File: src/rtl/vape_pkg.sv
// Shared encodings for the multi-region VAPE execution monitor:
// FSM states, violation cause codes and an inclusive range test.
package vape_pkg;

    typedef enum logic [1:0] {
        ST_KILL = 2'd0,
        ST_RUN  = 2'd1,
        ST_DONE = 2'd2
    } state_t;

    localparam logic [2:0] CAUSE_NONE  = 3'd0;
    localparam logic [2:0] CAUSE_ENTRY = 3'd1;
    localparam logic [2:0] CAUSE_EXIT  = 3'd2;
    localparam logic [2:0] CAUSE_IMM   = 3'd3;
    localparam logic [2:0] CAUSE_OUT   = 3'd4;
    localparam logic [2:0] CAUSE_IRQ   = 3'd5;

    // An inverted range (lo > hi) never matches, so an empty OR is naturally inert.
    function automatic logic in_range(input logic [15:0] a, input logic [15:0] lo,
                                      input logic [15:0] hi);
        return (a >= lo) && (a <= hi);
    endfunction

endpackage

File: src/rtl/vape_region_fsm.sv
// One monitored region: bound comparators, prioritised violation code,
// KILL/RUN/DONE state machine and sticky cause register.
module vape_region_fsm
    import vape_pkg::*;
(
    input  logic        clk,
    input  logic        i_puc,
    input  logic [15:0] i_pc,
    input  logic [15:0] i_prev_pc,
    input  logic        i_data_en,
    input  logic        i_data_wr,
    input  logic [15:0] i_data_addr,
    input  logic        i_dma_en,
    input  logic [15:0] i_dma_addr,
    input  logic        i_irq,
    input  logic [15:0] i_er_min,
    input  logic [15:0] i_er_max,
    input  logic [15:0] i_or_min,
    input  logic [15:0] i_or_max,
    output logic        o_exec,
    output logic [2:0]  o_cause,
    output logic        o_kill
);

    state_t     r_state;
    logic       r_exec;
    logic [2:0] r_cause;

    logic       w_valid, w_in_er, w_prev_in_er, w_cpu_wr;
    logic       w_imm, w_out, w_irq, w_entry, w_exit;
    logic [2:0] w_code;

    assign w_valid      = i_er_min <= i_er_max;
    assign w_in_er      = in_range(i_pc, i_er_min, i_er_max);
    assign w_prev_in_er = in_range(i_prev_pc, i_er_min, i_er_max);
    assign w_cpu_wr     = i_data_en & i_data_wr;

    assign w_imm   = (w_cpu_wr & in_range(i_data_addr, i_er_min, i_er_max))
                   | (i_dma_en & in_range(i_dma_addr, i_er_min, i_er_max));
    assign w_out   = (w_cpu_wr & in_range(i_data_addr, i_or_min, i_or_max) & ~w_in_er)
                   | (i_dma_en & in_range(i_dma_addr, i_or_min, i_or_max));
    assign w_irq   = (i_irq | i_dma_en) & (r_state == ST_RUN);
    assign w_entry = ~w_prev_in_er & w_in_er & (i_pc != i_er_min);
    assign w_exit  = w_prev_in_er & ~w_in_er & (i_prev_pc != i_er_max);

    always_comb begin
        w_code = CAUSE_NONE;
        if (w_imm)        w_code = CAUSE_IMM;
        else if (w_out)   w_code = CAUSE_OUT;
        else if (w_irq)   w_code = CAUSE_IRQ;
        else if (w_entry) w_code = CAUSE_ENTRY;
        else if (w_exit)  w_code = CAUSE_EXIT;
    end

    // Only a violation-driven move out of RUN/DONE counts as a KILL entry.
    assign o_kill = w_valid && (r_state != ST_KILL) && (w_code != CAUSE_NONE);

    always_ff @(posedge clk or posedge i_puc) begin
        if (i_puc) begin
            r_state <= ST_KILL;
            r_exec  <= 1'b0;
            r_cause <= CAUSE_NONE;
        end else if (!w_valid) begin
            r_state <= ST_KILL;
            r_exec  <= 1'b0;
            r_cause <= CAUSE_NONE;
        end else if (w_code != CAUSE_NONE) begin
            if (r_state != ST_KILL) begin
                r_state <= ST_KILL;
                r_exec  <= 1'b0;
                r_cause <= w_code;
            end
        end else begin
            case (r_state)
                ST_KILL: if (i_pc == i_er_min) begin
                    r_state <= ST_RUN;
                    r_exec  <= 1'b1;
                    r_cause <= CAUSE_NONE;
                end
                ST_RUN: if (!w_in_er) r_state <= ST_DONE;
                ST_DONE: if (i_pc == i_er_min) r_state <= ST_RUN;
                default: begin
                    r_state <= ST_KILL;
                    r_exec  <= 1'b0;
                end
            endcase
        end
    end

    assign o_exec  = r_exec;
    assign o_cause = r_cause;

endmodule

File: src/rtl/vape_multi_region.sv
// Multi-region VAPE monitor: one FSM per region sharing a previous-PC register,
// plus a saturating counter of KILL entries across all regions.
module vape_multi_region
    import vape_pkg::*;
#(
    parameter int          N_REG         = 2,
    parameter logic [15:0] RESET_HANDLER = 16'h0000,
    parameter int          CNT_W         = 8
) (
    input  logic                 clk,
    input  logic                 puc,
    input  logic [15:0]          pc,
    input  logic                 data_en,
    input  logic                 data_wr,
    input  logic [15:0]          data_addr,
    input  logic                 dma_en,
    input  logic [15:0]          dma_addr,
    input  logic                 irq,
    input  logic [16*N_REG-1:0]  er_min,
    input  logic [16*N_REG-1:0]  er_max,
    input  logic [16*N_REG-1:0]  or_min,
    input  logic [16*N_REG-1:0]  or_max,
    output logic [N_REG-1:0]     exec,
    output logic [3*N_REG-1:0]   cause,
    output logic [CNT_W-1:0]     viol_cnt
);

    localparam int SUM_W = CNT_W + 4;

    logic [15:0]      r_prev_pc;
    logic [CNT_W-1:0] r_viol_cnt;
    logic [N_REG-1:0] w_kill;
    logic [SUM_W-1:0] w_kill_sum, w_cnt_sum;

    generate
        for (genvar gi = 0; gi < N_REG; gi++) begin : g_region
            vape_region_fsm u_region (
                .clk         (clk),
                .i_puc       (puc),
                .i_pc        (pc),
                .i_prev_pc   (r_prev_pc),
                .i_data_en   (data_en),
                .i_data_wr   (data_wr),
                .i_data_addr (data_addr),
                .i_dma_en    (dma_en),
                .i_dma_addr  (dma_addr),
                .i_irq       (irq),
                .i_er_min    (er_min[16*gi +: 16]),
                .i_er_max    (er_max[16*gi +: 16]),
                .i_or_min    (or_min[16*gi +: 16]),
                .i_or_max    (or_max[16*gi +: 16]),
                .o_exec      (exec[gi]),
                .o_cause     (cause[3*gi +: 3]),
                .o_kill      (w_kill[gi])
            );
        end
    endgenerate

    always_comb begin
        w_kill_sum = '0;
        for (int i = 0; i < N_REG; i++) begin
            w_kill_sum = w_kill_sum + SUM_W'(w_kill[i]);
        end
    end

    assign w_cnt_sum = SUM_W'(r_viol_cnt) + w_kill_sum;

    always_ff @(posedge clk or posedge puc) begin
        if (puc) begin
            r_prev_pc  <= RESET_HANDLER;
            r_viol_cnt <= '0;
        end else begin
            r_prev_pc  <= pc;
            r_viol_cnt <= (w_cnt_sum > SUM_W'({CNT_W{1'b1}})) ? {CNT_W{1'b1}}
                                                               : w_cnt_sum[CNT_W-1:0];
        end
    end

    assign viol_cnt = r_viol_cnt;

endmodule
File: config.mk
export PLATFORM = sky130hd
export DESIGN_NAME = vape_multi_region
export DESIGN_NICKNAME = d
export VERILOG_FILES = /design/src/rtl/vape_pkg.sv /design/src/rtl/vape_region_fsm.sv /design/src/rtl/vape_multi_region.sv
export SDC_FILE = /design/constraint.sdc
export NUM_CORES = 1
export LEC_CHECK = 0
export BUFFER_PORTS_ARGS = -buffer_cell sky130_fd_sc_hd__buf_2
export CORE_MARGIN = 2
export CORE_UTILIZATION = 50
export CTS_BUF_LIST = sky130_fd_sc_hd__clkbuf_8
export CTS_CLUSTER_DIAMETER = 80
export DETAILED_ROUTE_END_ITERATION = 16
export HOLD_SLACK_MARGIN = 0.12
export PLACE_DENSITY = 0.76
export SYNTH_ARGS = -nofsm -noshare
export SYNTH_HDL_FRONTEND = slang
export SYNTH_SLANG_ARGS = --single-unit
File: constraint.sdc
create_clock -name clk -period 3.6 [get_ports clk]
set_input_delay 0.72 -clock clk [delete_from_list [all_inputs] [get_ports clk]]
set_output_delay 0.72 -clock clk [all_outputs]
set_load 0.1 [all_outputs]
==> run_summary.xml, run 1 <==
<?xml version="1.0" encoding="UTF-8"?>
<metrics>
  <group name="outcome">
    <metric name="status" unit="">complete, but fails checks</metric>
    <metric name="failing_checks" unit="">setup timing</metric>
  </group>
  <group name="drt">
    <metric name="totalWireLength" unit="mm">44.9</metric>
    <metric name="route.detailed.vias_per_inst" unit="">6.10</metric>
    <metric name="drcViolationCount" unit="">0</metric>
    <metric name="detail_route.wl_per_cell" unit="um">20.7</metric>
    <metric name="routed-via-count" unit="">13233</metric>
    <metric name="detailedRoute.firstIterationViolations" unit="">1156</metric>
    <metric name="firstDrtPassIters" unit="">7</metric>
    <metric name="final_antenna_net_count" unit="">0</metric>
  </group>
  <group name="global_routing">
    <metric name="grt_overflow" unit="">0</metric>
    <metric name="gr-usage-met2" unit="%">59.8</metric>
    <metric name="largest_net_degree_at_the_start_of_global_routing" unit="">20</metric>
    <metric name="globalRouteMet1Util" unit="%">49.4</metric>
    <metric name="met3_global_route_usage" unit="%">6.66</metric>
    <metric name="grt_pass1_vias" unit="">12989</metric>
    <metric name="grt_util_all_layers" unit="%">36.9</metric>
    <metric name="grt-busiest-layer" unit="">met2</metric>
    <metric name="grt_pass1_wl" unit="mm">68.8</metric>
    <metric name="antenna_found_initial" unit="">1</metric>
  </group>
  <group name="yosys">
    <metric name="synth_cell_types" unit="">70</metric>
    <metric name="yosysWarnings" unit="">0</metric>
    <metric name="synth_seq_area_share" unit="%">8.16</metric>
    <metric name="yosys_register_bits" unit="">36</metric>
    <metric name="synth_top_area_share" unit="%">48.2</metric>
    <metric name="synth_edf_count" unit="">0</metric>
    <metric name="synth.net_count" unit="">1938</metric>
    <metric name="synth_top_cell_by_area" unit="">sky130_fd_sc_hd__ha_1</metric>
    <metric name="ys_top_cells_by_count" unit="">425 x sky130_fd_sc_hd__ha_1, 146 x sky130_fd_sc_hd__inv_1, 137 x sky130_fd_sc_hd__a21oi_1</metric>
    <metric name="dominant_cell_by_count_in_the_synthesized_netlist" unit="">sky130_fd_sc_hd__ha_1</metric>
    <metric name="synthesis.instances" unit="">1330</metric>
    <metric name="synth_area" unit="um2">11000</metric>
    <metric name="synthArstFlopShare" unit="%">100</metric>
    <metric name="synth-main-ff-cell" unit="">sky130_fd_sc_hd__dfrtp_1</metric>
    <metric name="synth_top_area_cells" unit="">sky130_fd_sc_hd__ha_1 48%, sky130_fd_sc_hd__dfrtp_1 8.2%, sky130_fd_sc_hd__a21oi_1 6.2%</metric>
    <metric name="syn-mean-instance-area" unit="um2">8.30</metric>
  </group>
  <group name="power">
    <metric name="powerDensity" unit="nW/um2">240</metric>
    <metric name="power.leakage" unit="nW">8.62</metric>
    <metric name="p_switching" unit="mW">1.98</metric>
    <metric name="clock_power_share" unit="%">8.1</metric>
    <metric name="peakVddDrop" unit="V">0.000328</metric>
    <metric name="internal_power_summed_over_all_cells" unit="mW">1.87</metric>
    <metric name="finalPower" unit="mW">3.85</metric>
    <metric name="seq_power_share" unit="%">15.2</metric>
    <metric name="power.switching_fraction" unit="%">51.4</metric>
    <metric name="share_comb_of_total_power" unit="%">76.7</metric>
  </group>
  <group name="sta">
    <metric name="timing_max_transition_violations_final" unit="">0</metric>
    <metric name="timing.slew.headroom" unit="%">47.3</metric>
    <metric name="setup_violation_total_in_the_final_timing_report" unit="">17</metric>
    <metric name="achievable-frequency" unit="GHz">0.254</metric>
    <metric name="max_slew.worst_pin.slew" unit="ns">0.790</metric>
    <metric name="fin_worst_skew" unit="ns">0.0153</metric>
    <metric name="ratio_of_final_minimum_period_to_clock_period" unit="%">110</metric>
    <metric name="final.min_clock_period" unit="ns">3.94</metric>
    <metric name="finalHoldViolations" unit="">0</metric>
    <metric name="fin_ws" unit="ns">-0.342</metric>
    <metric name="setup_repair_after_global_routing_missed_its_margin" unit="">true</metric>
    <metric name="holdWs" unit="ns">0.554</metric>
  </group>
  <group name="cts">
    <metric name="cts_hold_buffers_added" unit="">0</metric>
    <metric name="clk_latency" unit="ns">0.30</metric>
    <metric name="cts.root.buffer_cell" unit="">sky130_fd_sc_hd__clkbuf_8</metric>
    <metric name="cts.clk_slew.worst_paths" unit="ns">0.08</metric>
    <metric name="cts-buffers-inserted" unit="">5</metric>
    <metric name="cts_max_path_buffers" unit="">2</metric>
    <metric name="numClockSinks" unit="">36</metric>
    <metric name="htreeDepth" unit="">2</metric>
    <metric name="cts_tree" unit="">done</metric>
  </group>
  <group name="critical_path">
    <metric name="r2r-start" unit="">r_prev_pc[5]</metric>
    <metric name="worstPathRequired" unit="ns">3.75</metric>
    <metric name="cp-end-kind" unit="">flop</metric>
    <metric name="timing.reg2reg.setup_slack" unit="ns">-0.06</metric>
    <metric name="timing_worst_setup_path_type" unit="">primary input to flop</metric>
    <metric name="worstPathMaxFanout" unit="">5</metric>
    <metric name="reg2reg_to" unit="">viol_cnt[6]</metric>
    <metric name="worst_setup_path_start_kind" unit="">primary input</metric>
    <metric name="critPathArrivalTime" unit="ns">4.10</metric>
    <metric name="worst_reg2reg_path_depth" unit="">15</metric>
  </group>
  <group name="die">
    <metric name="die-height" unit="um">153</metric>
    <metric name="core_region_area" unit="um2">21800</metric>
    <metric name="ioPinCount" unit="">198</metric>
    <metric name="core.rowCount" unit="">54</metric>
    <metric name="horizontal_die_dimension" unit="um">153</metric>
    <metric name="effective_utilization_at_floorplan" unit="%">50.7</metric>
    <metric name="floorplan.die_area" unit="um2">23300</metric>
  </group>
  <group name="placed_design">
    <metric name="dp_hpwl" unit="mm">36.8</metric>
    <metric name="gp_routability_congestion" unit="">1.07</metric>
    <metric name="dpl.cell_count" unit="">2138</metric>
    <metric name="placedInstanceArea" unit="um2">15000</metric>
    <metric name="place.port_buffers" unit="">197</metric>
    <metric name="post-place-ws" unit="ns">-0.861</metric>
  </group>
  <group name="run">
    <metric name="maxCapViolations" unit="">0</metric>
  </group>
  <group name="final_layout">
    <metric name="final_cell_area" unit="um2">16000</metric>
    <metric name="post_layout_nonfiller_instances" unit="">2171</metric>
    <metric name="fillerInstances" unit="">1640</metric>
    <metric name="multi_input_combinational_cell_area" unit="um2">10300</metric>
    <metric name="synthToLayoutAreaGrowth" unit="%">45.1</metric>
    <metric name="num-nets-final" unit="">2497</metric>
    <metric name="ff_latch_area" unit="um2">901</metric>
    <metric name="final_layout_size_suffix_gt1_share" unit="%">35.3</metric>
  </group>
  <group name="min_path">
    <metric name="hold_end" unit="">g_region[0].u_region.o_cause[2]</metric>
    <metric name="hold_path.class" unit="">flop to flop</metric>
    <metric name="min_from" unit="">g_region[0].u_region.o_cause[2]</metric>
    <metric name="hold-path-cell-count" unit="">2</metric>
  </group>
</metrics>
[routing by layer]
metal,vias up,part of all wire (%)
met1,6177,42
li1,6237,-
met3,128,9.2
met2,691,44
met5,-,0
met4,0,4.2
[cells by family (layout without fill, tap and decap cells)]
group,count (synthesis),after routing,synth area share (%)
other cells,0,1,0
mux,2,2,0.215
fa+ha+maj,426,426,48.4
buf+inv,151,711,5.20
simple gates,331,331,15.4
flops,36,36,8.16
compound gates,382,382,22.5
xor+xnor,2,2,0.159
[power groups by stage]
stage | clock (mW) | combinational (mW) | sequential (mW)
floorplan | 0 | 1.17 | 0.965
global placement | 0 | 2.54 | 0.583
detailed placement | 0 | 2.63 | 0.581
CTS | 0.311 | 2.82 | 0.577
global route | 0.334 | 3.17 | 0.596
finish | 0.313 | 2.95 | 0.583
[repair_timing]
item | in CTS | in global routing
setup buffers | 25 | 3
setup endpoints to repair | 19 | 20
gates resized for setup | 125 | 31
endpoints found under the hold margin | 0 | 0
pin swaps | 35 | 12
[layout by cell type, fill, tap and decap left out, drive strengths merged, types with 4 or more instances in the layout]
cell type	netlist	routed
buf	3	557
ha	425	425
inv	146	147
a21oi	137	137
nand2	89	89
nand4	67	67
o21ai	58	58
nor2	52	52
nand3	37	37
dfrtp	36	36
a21o	33	33
a211oi	19	19
o211ai	17	17
nor2b	16	16
o21a	16	16
nor3	13	13
a31oi	12	12
nand2b	12	12
nor4	11	11
and3	10	10
a211o	9	9
o31ai	8	8
a21boi	8	8
a221o	7	7
clkbuf	2	6
or4	6	6
a2111oi	6	6
o22ai	4	4
and4	4	4
or3	4	4
a221oi	4	4
[how the worst max path moves through the flow]
stage	from	end	slack, ns	cells after the start
2_1_floorplan	er_max[10]	viol_cnt[6]	-0.55	15
3_3_place_gp	dma_addr[10]	viol_cnt[5]	-0.76	17
3_5_place_dp	er_max[8]	viol_cnt[5]	-0.86	15
4_1_cts	er_max[14]	viol_cnt[6]	-0.23	15
5_1_grt	er_min[5]	viol_cnt[4]	-0.40	18
6_report	er_min[5]	viol_cnt[6]	-0.34	18
[through the flow]
step	util [%]	setup TNS (ns)
floorplan	-	-4.15
global placement	68.8	-11.03
detailed placement	68.8	-13.00
CTS	72.8	-1.74
global route	73.6	-4.11
finish	73.6	-2.91
[critical path, stage by stage]
cell and delay (ns):
sky130_fd_sc_hd__buf_2 0.10, sky130_fd_sc_hd__inv_1 0.06, sky130_fd_sc_hd__buf_4 0.15, sky130_fd_sc_hd__ha_1 0.30, sky130_fd_sc_hd__a21oi_1 0.15, sky130_fd_sc_hd__nor2b_1 0.06, sky130_fd_sc_hd__o21ai_0 0.30, sky130_fd_sc_hd__buf_4 0.18
sky130_fd_sc_hd__a31oi_1 0.09, sky130_fd_sc_hd__o22ai_1 0.44, sky130_fd_sc_hd__o31ai_4 0.18, sky130_fd_sc_hd__nor3b_4 0.28, sky130_fd_sc_hd__nor3_4 0.07, sky130_fd_sc_hd__fa_2 0.44, sky130_fd_sc_hd__ha_4 0.17, sky130_fd_sc_hd__and3_4 0.20
sky130_fd_sc_hd__a31oi_1 0.13, sky130_fd_sc_hd__a41oi_1 0.06
[area by class of cell]
class | count | share of cell area, %
diodes | 1 | 0.0156
clock buffers | 6 | 0.516
clock inverters | 2 | 0.0469
inverters | 146 | 3.51
multi-input cells | 1143 | 64.1
flip-flops and latches | 36 | 5.63
well taps | 280 | 2.19
repair buffers | 557 | 24.0
[flip-flops by register name, summed over array words and instances, names as in the netlist]
name and count:
r_prev_pc 16, g_region.u_region.o_cause 6, g_region.u_region.o_exec 2, viol_cnt 8, g_region.u_region.r_state 4
Power figures use the tool's default switching activity.
==> run 2, diff against run 1 <==
--- a/config.mk
+++ b/config.mk
@@ -6,6 +6,7 @@
 export NUM_CORES = 1
 export LEC_CHECK = 0
 export BUFFER_PORTS_ARGS = -buffer_cell sky130_fd_sc_hd__buf_2
+export CORE_ASPECT_RATIO = 1.25
 export CORE_MARGIN = 2
 export CORE_UTILIZATION = 50
 export CTS_BUF_LIST = sky130_fd_sc_hd__clkbuf_8
@@ -13,6 +14,7 @@
 export DETAILED_ROUTE_END_ITERATION = 16
 export HOLD_SLACK_MARGIN = 0.12
 export PLACE_DENSITY = 0.76
+export SKIP_CTS_REPAIR_TIMING = 1
 export SYNTH_ARGS = -nofsm -noshare
 export SYNTH_HDL_FRONTEND = slang
 export SYNTH_SLANG_ARGS = --single-unit
==> run_summary.xml, run 2 (synthesized netlist as in run 1, its figures left out) <==
<?xml version="1.0" encoding="UTF-8"?>
<metrics>
  <group name="placed_design">
    <metric name="dp_hpwl" unit="mm">39.0</metric>
    <metric name="place.port_buffers" unit="">197</metric>
    <metric name="gp_routability_congestion" unit="">1.00</metric>
    <metric name="post-place-ws" unit="ns">-1.31</metric>
    <metric name="placedInstanceArea" unit="um2">15000</metric>
    <metric name="dpl.cell_count" unit="">2148</metric>
  </group>
  <group name="cts">
    <metric name="cts-buffers-inserted" unit="">5</metric>
    <metric name="numClockSinks" unit="">36</metric>
    <metric name="cts.root.buffer_cell" unit="">sky130_fd_sc_hd__clkbuf_8</metric>
    <metric name="clk_latency" unit="ns">0.31</metric>
    <metric name="cts_tree" unit="">done</metric>
    <metric name="cts_max_path_buffers" unit="">2</metric>
    <metric name="cts.clk_slew.worst_paths" unit="ns">0.08</metric>
    <metric name="htreeDepth" unit="">2</metric>
  </group>
  <group name="die">
    <metric name="floorplan.die_area" unit="um2">23300</metric>
    <metric name="horizontal_die_dimension" unit="um">137</metric>
    <metric name="core.rowCount" unit="">60</metric>
    <metric name="core_region_area" unit="um2">21600</metric>
    <metric name="die-height" unit="um">170</metric>
    <metric name="effective_utilization_at_floorplan" unit="%">51.1</metric>
    <metric name="ioPinCount" unit="">198</metric>
  </group>
  <group name="power">
    <metric name="finalPower" unit="mW">3.79</metric>
    <metric name="powerDensity" unit="nW/um2">241</metric>
    <metric name="peakVddDrop" unit="V">0.000754</metric>
    <metric name="power.leakage" unit="nW">8.60</metric>
  </group>
  <group name="critical_path">
    <metric name="timing_worst_setup_path_type" unit="">primary input to flop</metric>
    <metric name="worst_setup_path_start_kind" unit="">primary input</metric>
    <metric name="critPathArrivalTime" unit="ns">4.16</metric>
    <metric name="cp-end-kind" unit="">flop</metric>
    <metric name="worstPathRequired" unit="ns">3.77</metric>
    <metric name="worst_reg2reg_path_depth" unit="">14</metric>
    <metric name="worstPathMaxFanout" unit="">5</metric>
  </group>
  <group name="global_routing">
    <metric name="antenna_found_initial" unit="">2</metric>
    <metric name="grt_overflow" unit="">0</metric>
    <metric name="grt_pass1_vias" unit="">13478</metric>
    <metric name="grt_util_all_layers" unit="%">38.4</metric>
    <metric name="largest_net_degree_at_the_start_of_global_routing" unit="">21</metric>
    <metric name="grt_pass1_wl" unit="mm">68.4</metric>
  </group>
  <group name="final_layout">
    <metric name="multi_input_combinational_cell_area" unit="um2">10000</metric>
    <metric name="final_layout_size_suffix_gt1_share" unit="%">34.1</metric>
    <metric name="num-nets-final" unit="">2503</metric>
    <metric name="largest_register_ff_count" unit="">16</metric>
    <metric name="final_util" unit="%">72.7</metric>
    <metric name="synthToLayoutAreaGrowth" unit="%">42.5</metric>
    <metric name="final_cell_area" unit="um2">15700</metric>
    <metric name="ff_latch_area" unit="um2">901</metric>
    <metric name="layout_commonest_cell" unit="">sky130_fd_sc_hd__ha_1</metric>
    <metric name="top_register" unit="">r_prev_pc</metric>
    <metric name="post_layout_nonfiller_instances" unit="">2176</metric>
    <metric name="layout.cells.most_common_list" unit="">415 x sky130_fd_sc_hd__ha_1, 364 x sky130_fd_sc_hd__buf_4, 191 x sky130_fd_sc_hd__buf_2, 138 x sky130_fd_sc_hd__inv_1, 136 x sky130_fd_sc_hd__a21oi_1</metric>
    <metric name="fillerInstances" unit="">1662</metric>
  </group>
  <group name="outcome">
    <metric name="failing_checks" unit="">setup timing</metric>
    <metric name="status" unit="">complete, but fails checks</metric>
  </group>
  <group name="min_path">
    <metric name="hold_path.class" unit="">primary input to asynchronous set/reset pin</metric>
  </group>
  <group name="sta">
    <metric name="fin_worst_skew" unit="ns">0.0137</metric>
    <metric name="max_slew.worst_pin.slew" unit="ns">0.710</metric>
    <metric name="setup_repair_after_global_routing_missed_its_margin" unit="">true</metric>
    <metric name="timing_max_transition_violations_final" unit="">0</metric>
    <metric name="fin_ws" unit="ns">-0.392</metric>
    <metric name="ratio_of_final_minimum_period_to_clock_period" unit="%">111</metric>
    <metric name="finalHoldViolations" unit="">0</metric>
    <metric name="setup_total_negative_slack" unit="ns">-3.51</metric>
    <metric name="achievable-frequency" unit="GHz">0.250</metric>
    <metric name="final.min_clock_period" unit="ns">3.99</metric>
    <metric name="timing.slew.headroom" unit="%">52.6</metric>
    <metric name="setup_violation_total_in_the_final_timing_report" unit="">14</metric>
    <metric name="holdWs" unit="ns">0.513</metric>
  </group>
  <group name="drt">
    <metric name="final_antenna_net_count" unit="">0</metric>
    <metric name="totalWireLength" unit="mm">45.5</metric>
    <metric name="drcViolationCount" unit="">0</metric>
    <metric name="route.detailed.vias_per_inst" unit="">6.06</metric>
    <metric name="routed-via-count" unit="">13186</metric>
    <metric name="detailedRoute.firstIterationViolations" unit="">853</metric>
    <metric name="detail_route.wl_per_cell" unit="um">20.9</metric>
    <metric name="firstDrtPassIters" unit="">7</metric>
  </group>
  <group name="run">
    <metric name="maxCapViolations" unit="">0</metric>
  </group>
</metrics>
## run 2: changes by cell type in the layout (fill, tap and decap cells not counted), sizes merged
cell / delta
clkinvlp: +1
inv: -1
buf: +6
## run 2: final timing paths
path	start	slack, ns	end
min	puc	0.51	g_region[1].u_region.r_state[0]
min in group clk	g_region[0].u_region.o_cause[1]	0.55	g_region[0].u_region.o_cause[1]
max	er_max[10]	-0.39	viol_cnt[7]
min reg2reg	g_region[0].u_region.o_cause[1]	0.55	g_region[0].u_region.o_cause[1]
max in group asynchronous	puc	2.34	r_prev_pc[14]
max reg2reg	r_prev_pc[15]	0.03	viol_cnt[7]
## run 2: final cells by class
class | count | area share, %
timing repair buffer | 563 | 24.1
antenna | 1 | 0.0159
sequential | 36 | 5.73
clock buffer | 6 | 0.525
tap | 279 | 2.22
clock inverter | 2 | 0.0477
multi-input combinational | 1143 | 63.8
inverter | 146 | 3.53
## run 2: critical path, stage by stage
cell and delay [ns]:
sky130_fd_sc_hd__buf_6 0.07, sky130_fd_sc_hd__clkinvlp_4 0.15, sky130_fd_sc_hd__ha_4 0.30, sky130_fd_sc_hd__nand4_1 0.15, sky130_fd_sc_hd__or4_4 0.57, sky130_fd_sc_hd__or3_4 0.43, sky130_fd_sc_hd__o2bb2ai_4 0.14, sky130_fd_sc_hd__a311o_1 0.37
sky130_fd_sc_hd__nor3b_4 0.22, sky130_fd_sc_hd__nor3_2 0.08, sky130_fd_sc_hd__fa_2 0.39, sky130_fd_sc_hd__ha_4 0.18, sky130_fd_sc_hd__and3_4 0.19, sky130_fd_sc_hd__nor2b_1 0.11, sky130_fd_sc_hd__a31oi_1 0.10
## run 2: report_power, final
group / total, mW / internal [mW] / switching (mW) / leakage, nW
logic: 2.90 / 1.21 / 1.69 / 8.10
registers: 0.583 / 0.489 / 0.0937 / 0.449
clock network: 0.309 / 0.151 / 0.159 / 0.0538
## run 2: metal layers
layer / vias up / part of all wire, % / global-route usage [%]
met5: - / 0.035 / 0
met4: 2 / 9.7 / 33.6
met1: 6094 / 37 / 41.5
met2: 617 / 47 / 65.8
li1: 6248 / - / -
met3: 225 / 6.0 / 4.14
